File: src/rtl/bnn_conv_sequencer_if.sv
// Control/memory bus of the BNN convolution sequencer.
// The master side is the sequencer and the slave side is the host/memory environment.
interface bnn_conv_sequencer_if #(
  parameter int ADDR_W = 5
);
  logic              start;
  logic [ADDR_W-1:0] cfg_rows;
  logic [ADDR_W-1:0] cfg_cols;
  logic              in_valid;
  logic              in_ready;
  logic              inmem_en;
  logic              inmem_rw;
  logic [ADDR_W-1:0] inmem_row;
  logic [ADDR_W-1:0] inmem_col;
  logic              buffer_en;
  logic              outmem_en;
  logic              outmem_rw;
  logic [ADDR_W-1:0] outmem_row;
  logic [ADDR_W-1:0] outmem_col;
  logic              rd_en;
  logic [ADDR_W-1:0] rd_row;
  logic [ADDR_W-1:0] rd_col;
  logic              busy;
  logic              done;
  logic              err;

  modport master (
    input  start, cfg_rows, cfg_cols, in_valid, rd_en, rd_row, rd_col,
    output in_ready, inmem_en, inmem_rw, inmem_row, inmem_col, buffer_en,
           outmem_en, outmem_rw, outmem_row, outmem_col, busy, done, err
  );

  modport slave (
    output start, cfg_rows, cfg_cols, in_valid, rd_en, rd_row, rd_col,
    input  in_ready, inmem_en, inmem_rw, inmem_row, inmem_col, buffer_en,
           outmem_en, outmem_rw, outmem_row, outmem_col, busy, done, err
  );
endinterface

File: src/rtl/bnn_conv_sequencer.sv
// Sequencer for a K x K binary convolution: loads an image bit-serially, sweeps
// K-row bands column by column into the line buffer and writes each output pixel.
module bnn_conv_sequencer #(
  parameter int ADDR_W = 5,
  parameter int K      = 5
) (
  input  logic                  clk,
  input  logic                  rst,
  bnn_conv_sequencer_if.master  bus
);
  typedef enum logic [2:0] {IDLE, LOAD, CONV, DRAIN1, DRAIN2, DONE} state_t;

  localparam logic [ADDR_W:0]   K_EXT = (ADDR_W + 1)'(K);
  localparam logic [ADDR_W-1:0] K_A   = ADDR_W'(K);
  localparam logic [ADDR_W-1:0] KM1_A = ADDR_W'(K - 1);

  state_t            state_q, state_d;
  logic [ADDR_W-1:0] row_q, row_d, col_q, col_d;
  logic [ADDR_W-1:0] rows_q, rows_d, cols_q, cols_d;
  logic              err_q, err_d;
  logic              buf_q, buf_d;
  logic              wr1_q, wr1_d, wr2_q, wr2_d;
  logic [ADDR_W-1:0] wr1_row_q, wr1_row_d, wr1_col_q, wr1_col_d;
  logic [ADDR_W-1:0] wr2_row_q, wr2_row_d, wr2_col_q, wr2_col_d;
  logic              cfg_bad;

  assign cfg_bad = ({1'b0, bus.cfg_rows} < K_EXT) || ({1'b0, bus.cfg_cols} < K_EXT);

  always_comb begin
    state_d = state_q;
    row_d   = row_q;
    col_d   = col_q;
    rows_d  = rows_q;
    cols_d  = cols_q;
    err_d   = err_q;
    case (state_q)
      IDLE: if (bus.start) begin
        if (cfg_bad) begin
          err_d   = 1'b1;
          state_d = DONE;
        end else begin
          rows_d  = bus.cfg_rows;
          cols_d  = bus.cfg_cols;
          row_d   = '0;
          col_d   = '0;
          err_d   = 1'b0;
          state_d = LOAD;
        end
      end
      LOAD: if (bus.in_valid) begin
        if (col_q == cols_q - 1'b1) begin
          col_d = '0;
          if (row_q == rows_q - 1'b1) begin
            row_d   = '0;
            state_d = CONV;
          end else begin
            row_d = row_q + 1'b1;
          end
        end else begin
          col_d = col_q + 1'b1;
        end
      end
      CONV: begin
        if (col_q == cols_q - 1'b1) state_d = DRAIN1;
        else                         col_d   = col_q + 1'b1;
      end
      DRAIN1: state_d = DRAIN2;
      DRAIN2: begin
        col_d = '0;
        if (row_q == rows_q - K_A) begin
          state_d = DONE;
        end else begin
          row_d   = row_q + 1'b1;
          state_d = CONV;
        end
      end
      DONE:    state_d = IDLE;
      default: state_d = IDLE;
    endcase
  end

  // Read -> buffer shift -> output write pipeline; the first K-1 columns of a
  // band produce no write, which hides whatever the previous band left behind.
  always_comb begin
    buf_d     = (state_q == CONV);
    wr1_d     = (state_q == CONV) && (col_q >= KM1_A);
    wr1_row_d = row_q;
    wr1_col_d = col_q - KM1_A;
    wr2_d     = wr1_q;
    wr2_row_d = wr1_row_q;
    wr2_col_d = wr1_col_q;
  end

  always_ff @(posedge clk) begin
    if (rst) begin
      state_q   <= IDLE;
      row_q     <= '0;
      col_q     <= '0;
      rows_q    <= '0;
      cols_q    <= '0;
      err_q     <= 1'b0;
      buf_q     <= 1'b0;
      wr1_q     <= 1'b0;
      wr2_q     <= 1'b0;
      wr1_row_q <= '0;
      wr1_col_q <= '0;
      wr2_row_q <= '0;
      wr2_col_q <= '0;
    end else begin
      state_q   <= state_d;
      row_q     <= row_d;
      col_q     <= col_d;
      rows_q    <= rows_d;
      cols_q    <= cols_d;
      err_q     <= err_d;
      buf_q     <= buf_d;
      wr1_q     <= wr1_d;
      wr2_q     <= wr2_d;
      wr1_row_q <= wr1_row_d;
      wr1_col_q <= wr1_col_d;
      wr2_row_q <= wr2_row_d;
      wr2_col_q <= wr2_col_d;
    end
  end

  always_comb begin
    bus.inmem_en  = 1'b0;
    bus.inmem_rw  = 1'b0;
    bus.inmem_row = '0;
    bus.inmem_col = '0;
    if (state_q == LOAD) begin
      bus.inmem_en  = bus.in_valid;
      bus.inmem_rw  = bus.in_valid;
      bus.inmem_row = row_q;
      bus.inmem_col = col_q;
    end else if (state_q == CONV) begin
      bus.inmem_en  = 1'b1;
      bus.inmem_row = row_q;
      bus.inmem_col = col_q;
    end
  end

  // Host readback shares the output port; it only exists in IDLE, when the write pipe is empty.
  always_comb begin
    bus.outmem_en  = 1'b0;
    bus.outmem_rw  = 1'b0;
    bus.outmem_row = '0;
    bus.outmem_col = '0;
    if (state_q == IDLE && bus.rd_en) begin
      bus.outmem_en  = 1'b1;
      bus.outmem_row = bus.rd_row;
      bus.outmem_col = bus.rd_col;
    end else if (wr2_q) begin
      bus.outmem_en  = 1'b1;
      bus.outmem_rw  = 1'b1;
      bus.outmem_row = wr2_row_q;
      bus.outmem_col = wr2_col_q;
    end
  end

  assign bus.in_ready  = (state_q == LOAD);
  assign bus.buffer_en = buf_q;
  assign bus.busy      = (state_q == LOAD) || (state_q == CONV) ||
                         (state_q == DRAIN1) || (state_q == DRAIN2);
  assign bus.done      = (state_q == DONE);
  assign bus.err       = err_q;
endmodule

File: src/flat_wrapper.sv
// flat-port wrapper written by rule: the top's interface ports become plain ports
module bnn_conv_sequencer_flat 
#(
  parameter int ADDR_W = 5,
  parameter int K      = 5
)
  (clk, rst, bus_start, bus_cfg_rows, bus_cfg_cols, bus_in_valid, bus_rd_en, bus_rd_row, bus_rd_col, bus_in_ready, bus_inmem_en, bus_inmem_rw, bus_inmem_row, bus_inmem_col, bus_buffer_en, bus_outmem_en, bus_outmem_rw, bus_outmem_row, bus_outmem_col, bus_busy, bus_done, bus_err);
  bnn_conv_sequencer_if #(.ADDR_W(ADDR_W)) bus_i ();
  input  logic clk;
  input  logic rst;
  input wire logic [$bits(bus_i.start)-1:0] bus_start;
  input wire logic [$bits(bus_i.cfg_rows)-1:0] bus_cfg_rows;
  input wire logic [$bits(bus_i.cfg_cols)-1:0] bus_cfg_cols;
  input wire logic [$bits(bus_i.in_valid)-1:0] bus_in_valid;
  input wire logic [$bits(bus_i.rd_en)-1:0] bus_rd_en;
  input wire logic [$bits(bus_i.rd_row)-1:0] bus_rd_row;
  input wire logic [$bits(bus_i.rd_col)-1:0] bus_rd_col;
  output wire logic [$bits(bus_i.in_ready)-1:0] bus_in_ready;
  output wire logic [$bits(bus_i.inmem_en)-1:0] bus_inmem_en;
  output wire logic [$bits(bus_i.inmem_rw)-1:0] bus_inmem_rw;
  output wire logic [$bits(bus_i.inmem_row)-1:0] bus_inmem_row;
  output wire logic [$bits(bus_i.inmem_col)-1:0] bus_inmem_col;
  output wire logic [$bits(bus_i.buffer_en)-1:0] bus_buffer_en;
  output wire logic [$bits(bus_i.outmem_en)-1:0] bus_outmem_en;
  output wire logic [$bits(bus_i.outmem_rw)-1:0] bus_outmem_rw;
  output wire logic [$bits(bus_i.outmem_row)-1:0] bus_outmem_row;
  output wire logic [$bits(bus_i.outmem_col)-1:0] bus_outmem_col;
  output wire logic [$bits(bus_i.busy)-1:0] bus_busy;
  output wire logic [$bits(bus_i.done)-1:0] bus_done;
  output wire logic [$bits(bus_i.err)-1:0] bus_err;
  assign bus_i.start = bus_start;
  assign bus_i.cfg_rows = bus_cfg_rows;
  assign bus_i.cfg_cols = bus_cfg_cols;
  assign bus_i.in_valid = bus_in_valid;
  assign bus_i.rd_en = bus_rd_en;
  assign bus_i.rd_row = bus_rd_row;
  assign bus_i.rd_col = bus_rd_col;
  assign bus_in_ready = bus_i.in_ready;
  assign bus_inmem_en = bus_i.inmem_en;
  assign bus_inmem_rw = bus_i.inmem_rw;
  assign bus_inmem_row = bus_i.inmem_row;
  assign bus_inmem_col = bus_i.inmem_col;
  assign bus_buffer_en = bus_i.buffer_en;
  assign bus_outmem_en = bus_i.outmem_en;
  assign bus_outmem_rw = bus_i.outmem_rw;
  assign bus_outmem_row = bus_i.outmem_row;
  assign bus_outmem_col = bus_i.outmem_col;
  assign bus_busy = bus_i.busy;
  assign bus_done = bus_i.done;
  assign bus_err = bus_i.err;
  bnn_conv_sequencer #(.ADDR_W(ADDR_W), .K(K)) u_core (.clk(clk), .rst(rst), .bus(bus_i));
endmodule
File: config.mk
export PLATFORM = sky130hd
export DESIGN_NAME = bnn_conv_sequencer_flat
export DESIGN_NICKNAME = d
export VERILOG_FILES = /design/src/rtl/bnn_conv_sequencer_if.sv /design/src/rtl/bnn_conv_sequencer.sv /design/src/flat_wrapper.sv
export SDC_FILE = /design/constraint.sdc
export NUM_CORES = 1
export LEC_CHECK = 0
export CAP_MARGIN = 20
export CORE_UTILIZATION = 48
export DETAILED_ROUTE_END_ITERATION = 16
export PLACE_DENSITY = 0.77
export SKIP_CTS_REPAIR_TIMING = 1
export SLEW_MARGIN = 20
export SYNTH_ARGS = -nofsm -noshare
export SYNTH_HDL_FRONTEND = slang
export SYNTH_SLANG_ARGS = --single-unit
File: constraint.sdc
create_clock -name clk -period 2.89 [get_ports clk]
set_clock_uncertainty 0.1 [all_clocks]
set_input_delay 0.578 -clock clk [delete_from_list [all_inputs] [get_ports clk]]
set_output_delay 0.578 -clock clk [all_outputs]
set_load 0.1 [all_outputs]
# [Word-level counts from Yosys, hierarchy flattened]
# Index checks and enable logic that the tools add are counted.
[op_classes] addsub=6 reduce_logical=14 muxes=34 n_eq_ne=16 bitwise=1 n_lt_le_gt_ge=3
[op_table] cell="5-bit 2-to-1 mux" n=17
[op_table] cell="3-bit 2-to-1 mux" n=7
[op_table] cell="5-bit case mux with 4 select lines" n=1
[op_table] cell="5-bit equality test" n=3
[op_table] cell="3-bit case mux with 5 select lines" n=1
[op_table] cell="5-bit case mux with 3 select lines" n=1
[op_table] cell="2-bit inequality test (second input constant)" n=6
[op_table] cell="5-bit by 1-bit adder with 5-bit output (second input constant)" n=2
[op_table] cell="5-bit by 3-bit less-than comparator with 1-bit output (second input constant)" n=2
[op_table] cell="5-bit AND reduction" n=2
[op_table] cell="5-bit by 1-bit subtractor with 5-bit output (second input constant)" n=2
[op_table] cell="5-bit by 3-bit subtractor with 5-bit output (second input constant)" n=2
[op_table] cell="1-bit 2-to-1 mux" n=7
[op_table] cell="3-bit by 2-bit equality test with 1-bit output (second input constant)" n=2
[op_table] cell="3-bit equality test (second input constant)" n=2
[op_table] cell="6-bit AND reduction" n=1
[op_table] cell="5-bit by 3-bit >= comparator with 1-bit output (second input constant)" n=1
[op_table] cell="1-bit logical OR" n=4
[op_table] cell="2-bit by 1-bit inequality test with 1-bit output (second input constant)" n=2
[op_table] cell="4-bit nonzero test" n=1
[op_table] cell="3-bit by 1-bit equality test with 1-bit output (second input constant)" n=1
[op_table] cell="3-bit zero test" n=1
[op_table] cell="3-bit AND reduction" n=1
[op_table] cell="3-bit nonzero test" n=1
[op_table] cell="other kinds (3)" n=4
[word_totals] register_bits=47 in_bits=25 output_inout_bits=29

# [Depth between registers and ports, before layout]
[logic_depth] depth_word=6 depth_mapped=9 depth_no_buf=8

# [Least setup slack after synthesis]
# Ideal clock, no wire load.
[synth_path] path_kind="reg-to-output" from="reg u_core.state_q[2]" to="out bus_outmem_col[0]" path_stages_with_launch=6 path_slack_ns=-0.919 arrival_ns=3.131 path_cell_list="dfxtp_1 -> clkbuf_1 -> inv_1 -> and3_1 -> clkbuf_1 -> o21ai_0"
[synth_via] elab_chain_cells=3
[synth_lines] element="start, declared" line="bnn_conv_sequencer.sv:17" source="state_t state_q, state_d;"
[synth_lines] element="start signal, assigned" line="bnn_conv_sequencer.sv:110" source="state_q <= state_d;"
[synth_lines] element="3-bit zero test" line="bnn_conv_sequencer.sv:149" source="if (state_q == IDLE && bus.rd_en) begin"
[synth_lines] element="1-bit logical AND" line="bnn_conv_sequencer.sv:149"
[synth_lines] element="5-bit 2-to-1 mux" line="bnn_conv_sequencer.sv:149"
[synth_lines] element="end, declared" line="flat_wrapper.sv:27" source="output wire logic [$bits(bus_i.outmem_col)-1:0] bus_outmem_col;"
# No other way between the ends.

# [Worst setup path in the final report]
[layout_path] from="reg u_core.state_q[0]" to="out bus_outmem_row[3]"
[layout_via] elab_chain_cells=3
[layout_lines] element="3-bit zero test" line="bnn_conv_sequencer.sv:149"
[layout_lines] element="1-bit logical AND" line="bnn_conv_sequencer.sv:149"
[layout_lines] element="5-bit 2-to-1 mux" line="bnn_conv_sequencer.sv:149"
[layout_lines] element="end, declared" line="flat_wrapper.sv:26" source="output wire logic [$bits(bus_i.outmem_row)-1:0] bus_outmem_row;"
# No other way between the ends.

==> results.md <==
- Final TNS setup: 0 ns
- Critical Path End Type: output port
- Final worst-path setup slack: between 0.15 and 0.2 ns
- Final setup fails: 0
- Post-synthesis async set-or-reset flop share: 0%
- Die area: 5610 µm²
- DP HPWL: 4110 µm
- Commonest non-fill, non-tap cell in the layout: dfxtp_1
- Worst R2R Setup Slack: just over 0.3 ns
- Max Root-Sink Buffers: 2
- Initial antenna violation count: 0
- R2R cell count: 7
- Crit-path max FO: 22
- IO Port Bufs: 53
- Fin util: 67.8%
- Total wire length: between 5000 and 6000 µm
- Required time of the critical path: 2.21 ns
- Global Route Usage Sum: 20.7%
- Distinct cell type count after synthesis: 55
- End of the critical path: bus_outmem_row[3]
- Clock transition at the registers of the reported paths: 0.09 ns
- Initial Utilization: about half
- Final period util: between 90% and 100%
- Commonest non-fill, non-tap cells in the layout: dfxtp_1 (47), nand2_1 (30), nor2_1 (29), clkdlybuf4s50_1 (24), buf_12 (24)
- Vias per inst: ~5.3
- Skew-Pair Late Insertion Delay: around 0.3 ns
- Sequential area share after synthesis: 36.9%
- Die Wd: between 70 and 80 µm
- WL/cell: roughly 13 µm
- GPL Wtd Cong: 0.877
- Setup crit start kind: flop
- Inserted Clock Buffers: 5
- CTS Root Cell: clkbuf_8
- Yosys reg bits: between 40 and 50
- F_max: 371 MHz
- Vias in the first global route: roughly 2100
- Post-synth EDFFs: 0
- Mapped Cells: roughly 310
- Fin. Hold Viols: 0
- # rows: 26
- Core Area: just over 5000 µm²
- Worst min path class: reg -> reg
- Final min period: ~2.7 ns
- Clock Sinks: 47
- Status: finished clean
- Via count: about 2200
- Fraction of layout cells with a size suffix above 1: between 10% and 20%
- I/O pin count: 54
- Critical Path AT: between 2 and 2.5 ns
- Netlist Area Pre-Place: 2550 µm²
- Pre-CTS setup slack: 0.260 ns
- Chip height: between 70 and 80 µm
- Prevailing post-synth register cell: dfxtp_1
- CTS tree: done
- H-tree Lvls: 2
- P_leak: roughly 1.3 nW
- Routed Antenna Nets: 0
- DRC viols: 0
- Reg-to-reg endpoint: u_core.state_q[0]
- GRT Residual Overflow: 0
- First DRT Iteration DRCs: about 120
- Syn nets: 338
- Worst r2r src: u_core.rows_q[0]
- Setup repair after global routing missed its margin: false
- Max transition margin: 59.3%
- Area growth syn-to-layout: 35.7%
- Pwr Density: between 900 and 1000 nW/µm²
- Worst-Margin Slew: about 0.60 ns
- Largest net degree at the start of global routing: 47
- Final slew viol count: 0
- Filler cells: 420
- Yosys warns: 0
- Global-route wire length before repair: about 9000 µm
- Ant. Diodes: 0
- Critical path class: reg -> out
- Avg Inst Size Synth: approximately 8.4 µm²
- Drt pass-1 iters: 4
- Critical path origin: u_core.state_q[0]
- Final net count: between 300 and 400
- Max rail drop VDD: between 0.0007 and 0.0008 V
- Max_cap viols: 0
[cells in the mapped netlist, drive strengths merged (3+ instances only)]
| master | count | area, µm² |
|---|---|---|
| dfxtp | 47 | 941 |
| inv | 11 | 41.3 |
| clkbuf | 11 | 41.3 |
| nand2b | 5 | 31.3 |
| nor2b | 19 | 119 |
| a21oi | 11 | 55.1 |
| o211ai | 6 | 50.1 |
| xnor2 | 12 | 143 |
| and2 | 9 | 57.6 |
| nor3 | 9 | 45.0 |
| ha | 8 | 100 |
| or2 | 3 | 18.8 |
| nand2 | 30 | 113 |
| nand3 | 5 | 25.0 |
| o21ai | 21 | 105 |
| nand4 | 3 | 18.8 |
| buf | 6 | 41.3 |
| xor2 | 6 | 52.6 |
| nor2 | 33 | 124 |
| mux2i | 11 | 110 |
| and3 | 7 | 45.1 |
[worst min-delay path by stage]
stage,start,to,slack [ns],cells past startpoint
6_report,u_core.wr1_col_q[3],u_core.wr2_col_q[3],0.34,1
5_1_grt,u_core.wr1_q,u_core.wr2_q,0.36,1
4_1_cts,u_core.wr1_col_q[3],u_core.wr2_col_q[3],0.35,1
3_5_place_dp,u_core.wr1_col_q[3],u_core.wr2_col_q[3],0.33,1
3_3_place_gp,u_core.wr1_row_q[2],u_core.wr2_row_q[2],0.32,1
2_1_floorplan,u_core.wr1_col_q[0],u_core.wr2_col_q[0],0.31,1
[critical path: stages, from the launching register on]
cell and delay, ns:
dfxtp_1 0.44, nor2_1 0.41, and3_1 0.21, buf_4 0.22, nand2_1 0.08, o21ai_1 0.14
buf_12 0.21
[stage by stage]
stage               cells  cell area, µm²  hold WS (ns)  power (mW)
global route          424            3460         0.358        3.33
CTS                   424            3460         0.345        3.16
floorplan             305            2570         0.314        2.24
global placement      416            3370         0.317        2.75
detailed placement    416            3370         0.326        2.77
finish                424            3460         0.340        3.16
[power breakdown]
group / switching, mW / total, mW / internal (mW)
clock: 0.223 / 0.392 / 0.169
combinational: 1.28 / 1.95 / 0.673
sequential: 0.0977 / 0.817 / 0.719
[layer usage]
layer / vias up / part of all wire, % / track usage [%]
met3: 7 / 7.3 / 3.75
met2: 79 / 47 / 36.7
met4: 0 / 0.90 / 6.08
li1: 1149 / - / -
met5: - / 0 / 0
met1: 1007 / 45 / 25.5
[layout make-up]
| cell class | instances | area (µm²) | share of cell area, % |
|---|---|---|---|
| Clock buffer | 6 | 72.6 | 2.10 |
| Sequential cell | 47 | 941 | 27.2 |
| Tap cell | 70 | 87.6 | 2.53 |
| Multi-Input combinational cell | 230 | 1510 | 43.6 |
| Timing Repair Buffer | 58 | 796 | 23.0 |
| Clock inverter | 2 | 12.5 | 0.362 |
| Inverter | 11 | 41.3 | 1.19 |
[logic make-up (layout without fill, tap and decap cells)]
logic type	after synthesis	count (layout)	synth area share, %
simple gates	131	131	26.0
compound gates	61	61	15.9
flops	47	47	36.9
buf+inv	28	77	4.86
xor+xnor	18	18	7.65
mux	12	12	4.76
fa+ha+maj	8	8	3.93
[flip-flops by register name, indices dropped and copies added, names as in the netlist]
signal	cells
u_core.bus.buffer_en	1
u_core.bus.err	1
u_core.col_q	5
u_core.cols_q	5
u_core.row_q	5
u_core.rows_q	5
u_core.state_q	3
u_core.wr1_col_q	5
u_core.wr1_q	1
u_core.wr1_row_q	5
u_core.wr2_col_q	5
u_core.wr2_q	1
u_core.wr2_row_q	5
(Power assumes the default switching activity.)
